File: src/rtl/rr_arbiter_8.sv
// Eight-requester round-robin arbiter with optional per-tenure hold limit.
// Latency: request sampled at edge k yields a registered grant after edge k; handoff has no dead cycle.
// Backpressure: en_i low blocks new grants only; an active tenure runs until release or timeout.
module rr_arbiter_8 #(
  parameter int N_REQ    = 8,
  parameter int MAX_HOLD = 16
) (
  input  logic             clk_i,
  input  logic             rst_i,
  input  logic             en_i,
  input  logic [N_REQ-1:0] req_i,
  output logic [N_REQ-1:0] gnt_o,
  output logic [2:0]       gnt_idx_o,
  output logic             gnt_valid_o
);

  localparam int IW = 3;
  localparam int HW = (MAX_HOLD == 0) ? 1 : $clog2(MAX_HOLD + 1);

  typedef enum logic {IDLE, GRANT} state_t;

  state_t           state_q, state_d;
  logic [IW-1:0]    gnt_idx_q, gnt_idx_d;
  logic [IW-1:0]    last_q, last_d;
  logic [HW-1:0]    hold_cnt_q, hold_cnt_d;
  logic [N_REQ-1:0] gnt_q, gnt_d;
  logic             gnt_valid_q, gnt_valid_d;

  logic [N_REQ-1:0] mask;
  logic [N_REQ-1:0] cand;
  logic             win_found;
  logic [IW-1:0]    win_idx;
  logic [IW-1:0]    scan_idx;
  logic             owner_req;
  logic             timeout;

  // The owner is only masked out when it is being released; in IDLE everyone competes.
  assign mask      = (state_q == GRANT) ? ~(N_REQ'(1) << gnt_idx_q) : {N_REQ{1'b1}};
  assign cand      = req_i & mask;
  assign owner_req = req_i[gnt_idx_q];
  assign timeout   = (MAX_HOLD != 0) && (hold_cnt_q == HW'(MAX_HOLD));

  // Rotating priority search: first candidate at or after last+1, wrapping modulo 8.
  always_comb begin
    win_found = 1'b0;
    win_idx   = last_q;
    scan_idx  = last_q;
    for (int i = 1; i <= N_REQ; i++) begin
      scan_idx = last_q + IW'(i);
      if (!win_found && cand[scan_idx]) begin
        win_found = 1'b1;
        win_idx   = scan_idx;
      end
    end
  end

  // Next-state decision: start, continue, hand off, or drop the grant.
  always_comb begin
    state_d     = state_q;
    gnt_idx_d   = gnt_idx_q;
    last_d      = last_q;
    hold_cnt_d  = hold_cnt_q;
    gnt_d       = gnt_q;
    gnt_valid_d = gnt_valid_q;
    case (state_q)
      IDLE: begin
        if (en_i && win_found) begin
          state_d     = GRANT;
          gnt_idx_d   = win_idx;
          last_d      = win_idx;
          hold_cnt_d  = HW'(1);
          gnt_d       = N_REQ'(1) << win_idx;
          gnt_valid_d = 1'b1;
        end
      end
      GRANT: begin
        if (owner_req && !timeout) begin
          // With no limit the counter just saturates; it never forces a release.
          if (hold_cnt_q != {HW{1'b1}}) hold_cnt_d = hold_cnt_q + HW'(1);
        end else if (en_i && win_found) begin
          gnt_idx_d   = win_idx;
          last_d      = win_idx;
          hold_cnt_d  = HW'(1);
          gnt_d       = N_REQ'(1) << win_idx;
          gnt_valid_d = 1'b1;
        end else begin
          state_d     = IDLE;
          gnt_d       = '0;
          gnt_valid_d = 1'b0;
        end
      end
      default: begin
        state_d     = IDLE;
        gnt_d       = '0;
        gnt_valid_d = 1'b0;
      end
    endcase
  end

  // State and registered outputs; reset points the search at requester 0 first.
  always_ff @(posedge clk_i) begin
    if (rst_i) begin
      state_q     <= IDLE;
      gnt_idx_q   <= '0;
      last_q      <= IW'(N_REQ - 1);
      hold_cnt_q  <= '0;
      gnt_q       <= '0;
      gnt_valid_q <= 1'b0;
    end else begin
      state_q     <= state_d;
      gnt_idx_q   <= gnt_idx_d;
      last_q      <= last_d;
      hold_cnt_q  <= hold_cnt_d;
      gnt_q       <= gnt_d;
      gnt_valid_q <= gnt_valid_d;
    end
  end

  assign gnt_o       = gnt_q;
  assign gnt_idx_o   = gnt_idx_q;
  assign gnt_valid_o = gnt_valid_q;

endmodule

File: config.mk
export PLATFORM = sky130hd
export DESIGN_NAME = rr_arbiter_8
export DESIGN_NICKNAME = d
export VERILOG_FILES = /design/src/rtl/rr_arbiter_8.sv
export SDC_FILE = /design/constraint.sdc
export NUM_CORES = 1
export LEC_CHECK = 0
export BUFFER_PORTS_ARGS = -buffer_cell sky130_fd_sc_hd__buf_2
export CORE_ASPECT_RATIO = 1.75
export CORE_MARGIN = 3
export CORE_UTILIZATION = 30
export DETAILED_ROUTE_END_ITERATION = 16
export SLEW_MARGIN = 20
export SYNTH_ARGS = -nofsm -noshare
export SYNTH_HDL_FRONTEND = slang
export SYNTH_SLANG_ARGS = --single-unit
File: constraint.sdc
create_clock -name clk_i -period 4.23 [get_ports clk_i]
set_input_delay 0.423 -clock clk_i [delete_from_list [all_inputs] [get_ports clk_i]]
set_output_delay 0.423 -clock clk_i [all_outputs]
set_load 0.02 [all_outputs]
---- After elaboration in Yosys (flattened, before gate mapping) ----
Index checks and enable logic that the tools add are counted.
storage, ports and cells
  register bits after elaboration ......... 21
  input bits .............................. 11
  word-level logic and storage cells ...... 106
cells by class
  add/sub/neg operators ................... 8
  order comparisons ....................... 9
  equal/unequal tests ..................... 5
  shift-type cells ........................ 2
  muxes and demuxes ....................... 55
  bitwise gates (word level) .............. 3
  reduce and logical (&&, ||, !) cells .... 18
operators by type and width
  cell                                                        number
  less-than comparator 3 x 4 -> 1 bit, second input constant  9
  2-to-1 mux 3 bit                                            12
  2-to-1 mux 8 bit                                            4
  binary-select mux 1 bit (select 3 bit)                      9
  2-to-1 mux 1 bit                                            21
  one-hot mux 8 bit (2 select lines)                          1
  left shift 1 x 3 -> 8 bit, first input constant             2
  2-to-1 mux 5 bit                                            3
  adder 3 bit, second input constant                          4
  one-hot mux 3 bit (2 select lines)                          2
  one-hot mux 5 bit (2 select lines)                          1
  logical AND 1 bit                                           9
  AND 8 bit                                                   1
  logical NOT 1 bit                                           8
  NOT 8 bit                                                   1
  adder 3 x 2 -> 3 bit, second input constant                 2
  adder 5 x 1 -> 5 bit, second input constant                 1
  == test 5 bit, second input constant                        1
  != test 5 bit, second input constant                        1
  != test 2 bit, second input constant                        2
  one-hot mux 1 bit (2 select lines)                          2
  adder 3 x 1 -> 3 bit, second input constant                 1
  != test 3 x 2 -> 1 bit, second input constant               1
  AND reduction 2 bit                                         1
  NOT 1 bit                                                   1

---- Longest topological paths before layout ----
  depth after elaboration ................. 32
  gate-level depth with buffers ........... 14

---- Least setup slack after synthesis ----
No wires, ideal clock.
  path type ............................... register to register
  start ................................... reg last_q[0]
  end ..................................... reg gnt_q[1], in the netlist gnt_o[1]
  library setup time ...................... 117 ps
  arrival time ............................ 3521 ps
  data required time ...................... 4113 ps
  slack ................................... 591 ps
  cell stages (with the launch flop) ...... 13
  period minus slack after synthesis ...... 3639 ps
  cell sequence ........................... dfxtp_1 > inv_2 > clkbuf_1 > ha_1 > clkbuf_1 > buf_1 > o32ai_1 > mux4_2 > o2111a_1 > or3_4 > or3_4 > and4b_4 > a32o_1
on the way
  cells in the longest elaborated chain, start to end .. 29
  elaborated cells between the ends (all ways) .. 61
ends and longest elaborated chain
  what                                                            RTL line  source
  from (decl)                                                     24        logic [IW-1:0] last_q, last_d;
  from (signal assigned)                                          105       last_q <= IW'(N_REQ - 1);
  from (signal assigned)                                          112       last_q <= last_d;
  adder 3 x 1 -> 3 bit                                            49        scan_idx = last_q + IW'(i);
  binary-select mux 1 bit (select 3 bit)                          50        if (!win_found && cand[scan_idx]) begin
  2-to-1 mux 1 bit (not written as such)                          50
  2-to-1 mux 1 bit                                                50
  logical NOT 1 bit                                               50
  logical AND 1 bit                                               50
  2-to-1 mux 1 bit                                                50
  logical NOT 1 bit                                               50
  [... 13 more ...]                                               --
  2-to-1 mux 1 bit                                                50
  logical NOT 1 bit                                               50
  logical AND 1 bit                                               50
  2-to-1 mux 3 bit or 2-to-1 mux 1 bit (tied branches)            50
  left shift 1 x 3 -> 8 bit or logical AND 1 bit (tied branches)  --
  2-to-1 mux 8 bit                                                80        end else if (en_i && win_found) begin
  2-to-1 mux 8 bit                                                77        if (owner_req && !timeout) begin
  one-hot mux 8 bit (2 select lines)                              65        case (state_q)
  to (signal assigned)                                            114       gnt_q <= gnt_d;
  to (decl)                                                       26        logic [N_REQ-1:0] gnt_q, gnt_d;
Parallel ways exist; a longest one is shown, timed or not. The select of a mux whose other input is x is not followed.
A chain may end at the register's enable or synchronous reset.

---- Worst setup path after layout ----
  start ................................... reg last_q[0]
  end ..................................... reg gnt_q[3], in the netlist gnt_o[3]
Same word-level chain as after synthesis.

==> flow_summary.json <==
{
  "start_util_pct": 31.3,
  "final_cells": 365,
  "die_w_um": 70.7,
  "path_clk_slew_ns": 0.06,
  "cts_htree_levels": 1,
  "fin_crit_ns": 3.64,
  "r2r_slack_ns": 0.59,
  "cts_tree": "done",
  "p_leak_nw": 0.919,
  "finClkSkew_ns": 0.00128,
  "wire_per_inst_um": 17.9,
  "finalInstanceArea_um2": 2410,
  "fin_nets": 298,
  "syn_area_per_cell_um2": 8.13,
  "design.portCount": 23,
  "antenna_found_initial": 0,
  "endpoint_kind": "register",
  "internal_power_mw": 1.08,
  "drt_wl_total_um": 6540,
  "area_growth_syn_to_layout_pct": 10.0,
  "outcome": "finished, final reports clean",
  "drt-vias-per-instance": 6.32,
  "clock-root-buffer": "clkbuf_16",
  "p_seq_share_pct": 14.2,
  "clk_latency_ns": 0.25,
  "drive_gt1_share_pct": 18.5,
  "clock.fmax_mhz": 274,
  "ys_top_cells_by_area": "dfxtp_1 (19%), nand2_1 (5.3%), mux4_2 (5.1%)",
  "core_um2": 7010,
  "grt_usage_pct": 15.5,
  "async_reset_ff_share_pct": 0,
  "path_class": "reg -> reg",
  "synth_top_area_cell": "dfxtp_1",
  "crit_fanout": 21,
  "drc": 0,
  "grt_pass1_wl_um": 10800,
  "synth_warnings": 0,
  "hold_viol": 0,
  "finalMaxSlewViolations": 0,
  "setup.worst_path.start_class": "register",
  "place.gp.congestion": 0.903,
  "layout_commonest_cell": "nand2_1",
  "setup_tns_ns": 0,
  "p_sw_mw": 1.25,
  "comb_power_share_pct": 77.5,
  "tightest_slew_ns": 0.821,
  "relSlewSlack_pct": 44.9,
  "pwr-share-clk_pct": 8.4,
  "synth_nets": 286,
  "holdBufCountCts": 0,
  "synth_edf_count": 0,
  "synth_top_area_share_pct": 19.2,
  "worst_ep_required_time_ns": 4.37,
  "die_y_um": 119,
  "clock_sinks": 21,
  "swShare_pct": 53.5,
  "grt_max_degree": 25,
  "hpwl_um": 5150,
  "antenna_cells": 0,
  "cap_violations": 0,
  "synth_cells": 270,
  "clock_path_buffers": 2,
  "io_buffers": 22,
  "critPathArrivalTime_ns": 3.78,
  "final_cell_mix": "nand2_1 (31), buf_2 (22), dfxtp_1 (21)",
  "antenna_left": 0,
  "dr_total_vias": 2306,
  "drtPass1Iterations": 5,
  "first_iter_violations": 228,
  "peakVddDrop_uv": 485,
  "rsz0062_at_grt": "false",
  "grt_pass1_vias": 2213,
  "cts_buffers": 3,
  "ys_seq_elements": 21,
  "dieArea_um2": 8420,
  "synth_cell_type_count": 66,
  "pwr_density_cell_nw_per_um2": 964,
  "netlist_area_um2": 2190,
  "synth_top_flop_cell": "dfxtp_1",
  "post-cts-setup-buffers": 0,
  "final_util_pct": 34.5,
  "ctsResizeCount": 0,
  "seq_area_frac_synth_pct": 19.2,
  "setup_viol": 0,
  "hp-class": "reg -> reg",
  "fin_crit_sh_pct": 86.1,
  "grt_overflow": 0,
  "place_area_um2": 2340,
  "placedCellCount": 361,
  "rows": 40
}
area by class of cell:
type                            count  area, um2
Fill cell                         752       4590
Multi-Input combinational cell    215       1610
Sequential cell                    21        420
Timing Repair Buffer               27        148
Tap cell                           84        105
Clock buffer                        4       78.8
Inverter                           14       52.6
power groups by stage:
| stage | Sequential [mW] | Combinational [mW] | Clock, mW |
|---|---|---|---|
| 6_report | 0.330 | 1.80 | 0.195 |
| 5_1_grt | 0.344 | 1.96 | 0.208 |
| 4_1_cts | 0.330 | 1.77 | 0.200 |
| 3_5_place_dp | 0.335 | 1.76 | 0 |
| 3_3_place_gp | 0.333 | 1.74 | 0 |
| 2_1_floorplan | 0.355 | 1.34 | 0 |
flip-flops by register name (all words and copies together) (netlist names):
register / count
gnt_o: 8
hold_cnt_q: 5
gnt_idx_o: 3
last_q: 3
gnt_valid_o: 1
state_q: 1
worst max-delay path, cell delays in order, from the launching register on:
cell and delay [ns]:
dfxtp_1 0.34, inv_2 0.14, ha_1 0.72, nand2_1 0.14, o221ai_1 0.42, nand2_1 0.14, mux2i_1 0.30, nor4b_1 0.54
o21ai_1 0.26, and4b_4 0.27, a32o_1 0.25
synth_stat cells (3+ instances only):
cell type,count
a21oi_1,15
xnor2_1,3
nand2_1,31
o32a_1,3
buf_6,4
nor2b_1,4
and4b_1,3
or3_1,3
nand2b_1,14
o21ai_0,7
a31oi_1,4
buf_1,3
nor3_1,5
o32ai_1,4
inv_1,13
clkbuf_1,8
mux2i_1,8
o22a_1,7
mux4_2,5
dfxtp_1,21
nand3_1,7
ha_1,5
o221ai_1,8
o22ai_1,5
o211ai_1,3
a32o_1,7
nor2_1,14
buf_2,5
metal layers:
layer | part of all wire [%] | GRT usage [%]
met1 | 36 | 16.1
met2 | 55 | 29.9
met3 | 3.9 | 1.10
met4 | 5.2 | 7.88
met5 | 0 | 0
through the flow:
step	hold WS [ns]	total power, mW	setup WS (ns)
5_1_grt	0.491	2.51	0.239
4_1_cts	0.469	2.30	0.649
2_1_floorplan	0.462	1.69	0.591
3_5_place_dp	0.456	2.09	0.700
6_report	0.464	2.33	0.586
3_3_place_gp	0.451	2.08	0.733
final timing paths:
check,from,endpoint,cells past startpoint
setup / recovery,last_q[0],gnt_o[3],10
hold / removal,gnt_o[2],gnt_o[2],1
setup reg to reg,last_q[0],gnt_o[3],10
hold reg to reg,gnt_o[2],gnt_o[2],1
logic make-up after synthesis:
group,Yosys count,share of synthesized area (%)
AND/OR/NAND/NOR,106,28.6
AO/OA/AOI/OAI,87,31.5
buffers and inverters,34,7.47
flip-flops,21,19.2
multiplexers,13,8.78
adder cells (fa/ha/maj),5,2.85
XOR/XNOR,4,1.60
No activity file was read; power rests on OpenSTA's default activity.
